**src/rtl/rv32i_multicycle_control.sv**
```systemverilog
// rv32i_multicycle_control: main control FSM sequencing the shared multicycle datapath.
// Define ILLEGAL_TRAP_EN to trap undecodable opcodes in a sticky ILLEGAL state.
module rv32i_multicycle_control (
    input  logic       clk,
    input  logic       rst,
    input  logic [6:0] op,
    input  logic [2:0] funct3,
    input  logic       zero,
    input  logic       memReady,
    output logic       pcWrite,
    output logic       adrSrc,
    output logic       memWrite,
    output logic       irWrite,
    output logic [1:0] resultSrc,
    output logic [1:0] aluSrcA,
    output logic [1:0] aluSrcB,
    output logic [1:0] aluOp,
    output logic       regWrite,
    output logic [1:0] inmSrc,
    output logic       illegal
);

    localparam logic [6:0] OP_LW  = 7'b0000011;
    localparam logic [6:0] OP_SW  = 7'b0100011;
    localparam logic [6:0] OP_R   = 7'b0110011;
    localparam logic [6:0] OP_I   = 7'b0010011;
    localparam logic [6:0] OP_BR  = 7'b1100011;
    localparam logic [6:0] OP_JAL = 7'b1101111;

    typedef enum logic [3:0] {
        FETCH, DECODE, MEMADR, MEMREAD, MEMWB, MEMWRITE,
        EXECR, EXECI, ALUWB, BRANCH, JAL
`ifdef ILLEGAL_TRAP_EN
        , ILLEGAL
`endif
    } state_t;

    typedef struct packed {
        logic       fetch;
        logic       pc_update;
        logic       branch;
        logic       adr_src;
        logic       mem_write;
        logic       reg_write;
        logic       illegal;
        logic [1:0] result_src;
        logic [1:0] alu_src_a;
        logic [1:0] alu_src_b;
        logic [1:0] alu_op;
        logic [1:0] inm_src;
    } ctrl_t;

    localparam ctrl_t FETCH_CTRL = '{
        fetch: 1'b1, alu_src_b: 2'b10, result_src: 2'b10, default: '0
    };

    state_t state;
    state_t state_nxt;
    ctrl_t  ctrl;
    logic   unused_bits;

    function automatic ctrl_t ctrl_for(input state_t s, input logic [6:0] opc);
        ctrl_t c;
        c = '0;
        case (s)
            FETCH: begin
                c.fetch      = 1'b1;
                c.alu_src_b  = 2'b10;
                c.result_src = 2'b10;
            end
            DECODE: begin
                c.alu_src_a = 2'b01;
                c.alu_src_b = 2'b01;
                c.inm_src   = 2'b10;
            end
            MEMADR: begin
                c.alu_src_a = 2'b10;
                c.alu_src_b = 2'b01;
                c.inm_src   = (opc == OP_SW) ? 2'b01 : 2'b00;
            end
            MEMREAD: c.adr_src = 1'b1;
            MEMWB: begin
                c.result_src = 2'b01;
                c.reg_write  = 1'b1;
            end
            MEMWRITE: begin
                c.adr_src   = 1'b1;
                c.mem_write = 1'b1;
            end
            EXECR: begin
                c.alu_src_a = 2'b10;
                c.alu_op    = 2'b10;
            end
            EXECI: begin
                c.alu_src_a = 2'b10;
                c.alu_src_b = 2'b01;
                c.alu_op    = 2'b10;
            end
            ALUWB: c.reg_write = 1'b1;
            BRANCH: begin
                c.alu_src_a = 2'b10;
                c.alu_op    = 2'b01;
                c.inm_src   = 2'b10;
                c.branch    = 1'b1;
            end
            JAL: begin
                c.alu_src_a = 2'b01;
                c.alu_src_b = 2'b10;
                c.inm_src   = 2'b11;
                c.pc_update = 1'b1;
            end
`ifdef ILLEGAL_TRAP_EN
            ILLEGAL: c.illegal = 1'b1;
`endif
            default: c = '0;
        endcase
        return c;
    endfunction

    function automatic state_t next_of(input state_t s, input logic [6:0] opc,
                                       input logic rdy);
        state_t n;
        n = s;
        case (s)
            FETCH: if (rdy) n = DECODE;
            DECODE: begin
                case (opc)
                    OP_LW, OP_SW: n = MEMADR;
                    OP_R:         n = EXECR;
                    OP_I:         n = EXECI;
                    OP_BR:        n = BRANCH;
                    OP_JAL:       n = JAL;
                    default:
`ifdef ILLEGAL_TRAP_EN
                        n = ILLEGAL;
`else
                        n = FETCH;
`endif
                endcase
            end
            MEMADR:   n = (opc == OP_SW) ? MEMWRITE : MEMREAD;
            MEMREAD:  if (rdy) n = MEMWB;
            MEMWRITE: if (rdy) n = FETCH;
            EXECR, EXECI, JAL: n = ALUWB;
            MEMWB, ALUWB, BRANCH: n = FETCH;
`ifdef ILLEGAL_TRAP_EN
            ILLEGAL: n = ILLEGAL;
`endif
            default: n = FETCH;
        endcase
        return n;
    endfunction

    assign state_nxt = next_of(state, op, memReady);

    // Control word is registered alongside the state so every select is glitch-free.
    always_ff @(posedge clk or posedge rst) begin
        if (rst) begin
            state <= FETCH;
            ctrl  <= FETCH_CTRL;
        end else begin
            state <= state_nxt;
            ctrl  <= ctrl_for(state_nxt, op);
        end
    end

    assign irWrite   = ~rst & ctrl.fetch & memReady;
    assign pcWrite   = ~rst & ((ctrl.fetch & memReady) | ctrl.pc_update |
                               (ctrl.branch & (zero ^ funct3[0])));
    assign adrSrc    = ctrl.adr_src;
    assign memWrite  = ctrl.mem_write;
    assign regWrite  = ctrl.reg_write;
    assign resultSrc = ctrl.result_src;
    assign aluSrcA   = ctrl.alu_src_a;
    assign aluSrcB   = ctrl.alu_src_b;
    assign aluOp     = ctrl.alu_op;
    assign inmSrc    = ctrl.inm_src;

`ifdef ILLEGAL_TRAP_EN
    assign illegal     = ctrl.illegal;
    assign unused_bits = ^funct3[2:1];
`else
    assign illegal     = 1'b0;
    assign unused_bits = ^{funct3[2:1], ctrl.illegal};
`endif

endmodule

```
**config.mk**
```make
export PLATFORM = sky130hd
export DESIGN_NAME = rv32i_multicycle_control
export DESIGN_NICKNAME = d
export VERILOG_FILES = /design/src/rtl/rv32i_multicycle_control.sv
export SDC_FILE = /design/constraint.sdc
export NUM_CORES = 1
export LEC_CHECK = 0
export BUFFER_PORTS_ARGS = -buffer_cell sky130_fd_sc_hd__buf_2
export CAP_MARGIN = 20
export CELL_PAD_IN_SITES_DETAIL_PLACEMENT = 0
export CELL_PAD_IN_SITES_GLOBAL_PLACEMENT = 2
export CORE_MARGIN = 1.5
export CORE_UTILIZATION = 31
export DETAILED_ROUTE_END_ITERATION = 7
export PLACE_DENSITY = 0.73
export SYNTH_ARGS = -nofsm -noshare
export SYNTH_HDL_FRONTEND = slang
export SYNTH_SLANG_ARGS = --single-unit
```
**constraint.sdc**
```tcl
create_clock -name clk -period 2.1 [get_ports clk]
set_input_delay 0 -clock clk [delete_from_list [all_inputs] [get_ports clk]]
set_output_delay 0 -clock clk [all_outputs]
set_load 0.01 [all_outputs]
```
# Word level (Yosys, flattened, before mapping)
# Cells that the tools add are included.
[totals]
reg_bits = 20
out_inout_bits = 16
wordCells = 74
[classes]
eq_ne = 23
n_mux = 18
bitwise_logic = 9
n_reduce_logical = 12
[op_table]
columns = ["cell", "n"]
rows = [
  ["4-bit by 3-bit equality test with 1-bit output, second input constant", 7],
  ["4-bit case mux with 6 select lines", 1],
  ["4-bit case mux with 5 select lines", 1],
  ["4-bit by 2-bit equality test with 1-bit output, second input constant", 4],
  ["4-bit equality test, second input constant", 4],
  ["2-bit case mux with 2 select lines", 4],
  ["7-bit by 6-bit equality test with 1-bit output, second input constant", 2],
  ["7-bit equality test, second input constant", 2],
  ["2-bit OR reduction", 7],
  ["4-bit two-way mux", 3],
  ["4-bit by 1-bit equality test with 1-bit output, second input constant", 2],
  ["4-bit zero test", 2],
  ["7-bit by 2-bit equality test with 1-bit output, second input constant", 1],
  ["7-bit by 5-bit equality test with 1-bit output, second input constant", 1],
  ["1-bit two-way mux", 7],
  ["2-bit case mux with 3 select lines", 1],
  ["3-bit OR reduction", 2],
  ["1-bit bitwise AND", 5],
  ["4-bit OR reduction", 1],
  ["3-bit two-way mux", 1],
  ["1-bit OR", 2],
  ["1-bit inverter", 1],
  ["1-bit XOR", 1],
]

# Longest topological paths before layout
[logic_depth]
depth_word = 7
mapped_depth = 8
ltp_nobuf = 8

# Worst setup path after synthesis
# Ideal clock, no wire load.
[synth_path]
path_kind = "flip-flop to flip-flop"
startpoint = "register state[0]"
endpoint = "register ctrl (netlist bit inmSrc[0])"
setup_ns = 0.120
arrival_ns = 1.383
t_required_ns = 1.980
setup_slack_ns = 0.597
path_stages_with_launch = 6
n_path_buf = 1
synth_period_minus_slack_ns = 1.503
cell_sequence = "dfrtp_1 > buf_2 > or3b_1 > a31oi_2 > a21oi_4 > a41o_1"
[synth_via]
elab_chain_len = 6
elab_cells_between_ends = 19
[synth_rtl]
columns = ["element", "line_no", "rtl"]
rows = [
  ["from (decl)", "57", "state_t state;"],
  ["from (signal assigned)", "162", "state <= state_nxt;"],
  ["4-bit by 3-bit equality test with 1-bit output / 4-bit equality test (equally long branches)", "124", "case (s)"],
  ["3-bit OR reduction", "124", ""],
  ["4-bit case mux with 6 select lines *", "124", ""],
  ["4-bit equality test / 4-bit by 1-bit equality test with 1-bit output (equally long branches)", "65", "case (s)"],
  ["2-bit OR reduction (no line)", "--", ""],
  ["2-bit case mux with 3 select lines *", "65", ""],
  ["to (signal assigned)", "163", "ctrl <= ctrl_for(state_nxt, op);"],
  ["to (decl)", "59", "ctrl_t ctrl;"],
]
# Every way passes the cells marked *; elsewhere a longest branch is shown, timed or not.

# Final worst setup path
[layout_path]
startpoint = "register state[1]"
endpoint = "register ctrl (netlist bit aluSrcB[0])"
[layout_via]
elab_chain_len = 6
elab_cells_between_ends = 21
[layout_rtl]
columns = ["element", "line_no", "rtl"]
rows = [
  ["4-bit by 3-bit equality test with 1-bit output / 4-bit equality test (equally long branches)", "124", ""],
  ["3-bit OR reduction", "124", ""],
  ["4-bit case mux with 6 select lines *", "124", ""],
  ["net state_nxt[1]", "58", "state_t state_nxt;"],
  ["4-bit by 2-bit equality test with 1-bit output, or another cell as far along", "65", ""],
  ["3-bit OR reduction (no line) / 2-bit OR reduction (equally long branches)", "--", ""],
  ["2-bit case mux with 2 select lines *", "65", ""],
]
# The timed path passes the listed nets; every way through them passes the cells marked *.

==> metrics <==
clock buffer depth 2; largest net degree at the start of global routing 21; Max Fclk 561 MHz; Most common cell on crit path clkinv_4; syn avg cell area 10.6 µm²; slowest stage cell, crit path dfrtp_1; Clock Latency Late Sink 0.28 ns; Port Buffers 26; area leader, netlist dfrtp_1; drt initial violations 10; maxcap violations 0; Initial Util 0.323; worst IR drop on VDD 0.227 mV; first-pass GRT wire length 3100 µm; Placement Cell Area 1180 µm²; post-synthesis to final-layout area growth 12.9%; synth warn 0; clock skew 0.00261 ns; cell-by-cell trace of the critical path and2b_2 > nand3_2 > or3_4 > clkinv_4 > a21oi_2 > clkinv_4 > nand2_2 > o221ai_2; vias 760; die area 3840 µm²; CTS sink cnt 19; Final nets 136; row cnt 21; max incr delay on CP 0.50 ns; Top FF cell, synth dfrtp_1; Max H-tree Level 1; total setup buffers inserted after CTS 0; residual DRC count 0; Crit. End Element flip-flop; Final min period 1.78 ns; Root Buffer clkbuf_4; RSZ-0062 raised after global routing false; routed len/inst 11.9 µm; design area 1220 µm²; Area contributors post-synth dfrtp_1 39%, buf_4 8.4%, dfstp_2 4.9%, or3b_1 2.4%, nand2_1 2.1%; Fill cells 351; core area 3340 µm²; status finished, final reports clean; Multi-input gate area 463 µm²; die width 62.0 µm; hpwl dp 1550 µm; total gr overflow 0; initial antenna violation count 0; Synth cell types 44; top-area cell type share of the netlist area 0.395; Power Total 1.12 mW; fin cells 167; vias in the first global route 648; Diodes inserted 0; clock tree from TritonCTS done; sequential area share after synthesis 0.444; Setup TNS Final 0 ns; final worst slack 0.319 ns; Place WS 0.356 ns; CTS resizes 0; RD Place Congestion 0.786; Min-Delay Path Class in -> reg; via/cell ratio 4.55; post-synthesis cell area 1080 µm²; Max Slew Vio Count 0; Layout Utilization 0.364; Tcrit/Tclk final 0.848; async set-reset flop share out of synthesis 1.00; Ports 30; crit path max fanout 12; CTS Buf Count 3; WS Path Type reg -> reg; placed cell count 162; hold_ws 0.0511 ns; antenna-violating nets left 0; PD cells 918 nW/µm²; LEAKAGE 0.635 nW; layout cells sized above 1 0.413; Tot GR Track Use 0.109; Arr. time, crit path 1.99 ns; final setup vio count 0; Initial DRT Pass Iterations 4; # hold bufs at CTS 1; die height 62.0 µm; clk slew on worst S/H paths 0.10 ns; Syn Nets 116; synthesized instance count 102; Final Hold Fails 0; crit start category flip-flop; number of synthesized flops with an enable pin 0; Seq cells post-synth 19; storage element area 478 µm²; Required @ worst endpoint 2.30 ns; routed wire length 1990 µm
==> cell usage after synthesis (3+ instances only) <==
cell type  number
nand2_1         6
nor2b_1         3
dfrtp_1        17
a21oi_1         4
buf_4          12
and3_1          3
nor2_1          4
or3b_1          3
nor3b_1         3
inv_1           5
==> layout by cell type (no fill, tap or decap), drive strengths merged <==
| master | synthesis | routed |
|---|---|---|
| a211oi | 1 | 1 |
| nand3 | 2 | 2 |
| or3 | 1 | 1 |
| and2b | 1 | 1 |
| a221oi | 1 | 1 |
| nand2 | 7 | 7 |
| dlygate4sd3 | 0 | 1 |
| nand3b | 1 | 1 |
| o31a | 1 | 1 |
| and3 | 3 | 3 |
| a21o | 1 | 1 |
| clkbuf | 0 | 4 |
| nor2 | 6 | 6 |
| nand4bb | 1 | 1 |
| nor3b | 3 | 3 |
| a22o | 1 | 1 |
| o21ai | 2 | 2 |
| buf | 14 | 28 |
| a31oi | 1 | 1 |
| and2 | 2 | 2 |
| a311oi | 1 | 1 |
| conb | 1 | 1 |
| nor2b | 3 | 3 |
| or2 | 2 | 2 |
| o221ai | 1 | 1 |
| a41o | 1 | 1 |
| xor2 | 1 | 1 |
| clkinv | 2 | 2 |
| a2bb2oi | 1 | 1 |
| or3b | 3 | 3 |
| a31o | 1 | 1 |
| or4b | 1 | 1 |
| dfstp | 2 | 2 |
| nor3 | 2 | 2 |
| inv | 5 | 5 |
| dfrtp | 17 | 17 |
| nand2b | 2 | 2 |
| nand4b | 1 | 1 |
| a21oi | 6 | 6 |
==> worst max-delay path, delay by kind of cell (launching register included) <==
kind	cells	cell delay, ns
buffers and inverters	2	0.14
flip-flops	1	0.50
AO/OA/AOI/OAI	2	0.20
AND/OR/NAND/NOR	4	0.87
==> report_power, final <==
part | switching (mW) | internal (mW)
sequential | 0.0574 | 0.452
clock | 0.103 | 0.0735
combinational | 0.237 | 0.194
==> sequential cells by signal (all words and copies together), names as in the netlist <==
signal and cells:
aluSrcB 2, regWrite 1, memWrite 1, ctrl 3, inmSrc 2, aluSrcA 2, aluOp 2, resultSrc 1
adrSrc 1, state 4
==> final cells by class <==
type / instances / share of cell area
flip-flops and latches: 19 / 0.393
multi-input cells: 62 / 0.381
repair buffers: 29 / 0.128
well taps: 46 / 0.0473
inverters: 7 / 0.0298
clock buffers: 4 / 0.0216
==> metal layers <==
metal | routed length, µm | share of wire | GRT usage
met2 | 898 | 0.45 | 0.158
met5 | 0 | 0 | 0
met1 | 966 | 0.48 | 0.168
met4 | 0 | 0 | 0.0182
met3 | 128 | 0.064 | 0.0228
==> cells by family after synthesis <==
| kind of cell | synth area share |
|---|---|
| simple gates | 0.259 |
| other cells | 0.00348 |
| flops | 0.444 |
| buf+inv | 0.127 |
| xor+xnor | 0.00813 |
| compound gates | 0.159 |
==> path summary, 6_finish.rpt <==
check	from	endpoint	slack [ns]	cells past startpoint
max in group asynchronous	rst	aluSrcB[1]$_DFF_PP1_	1.55	4
worst min-delay path	op[4]	aluOp[1]$_DFF_PP0_	0.05	3
worst max register to register	state[1]$_DFF_PP0_	aluSrcB[0]$_DFF_PP0_	0.32	8
worst min register to register	state[3]$_DFF_PP0_	adrSrc$_DFF_PP0_	0.63	1
worst max-delay path	state[1]$_DFF_PP0_	aluSrcB[0]$_DFF_PP0_	0.32	8
min in group asynchronous	rst	ctrl[14]$_DFF_PP0_	0.29	4
(Power assumes the default switching activity.)
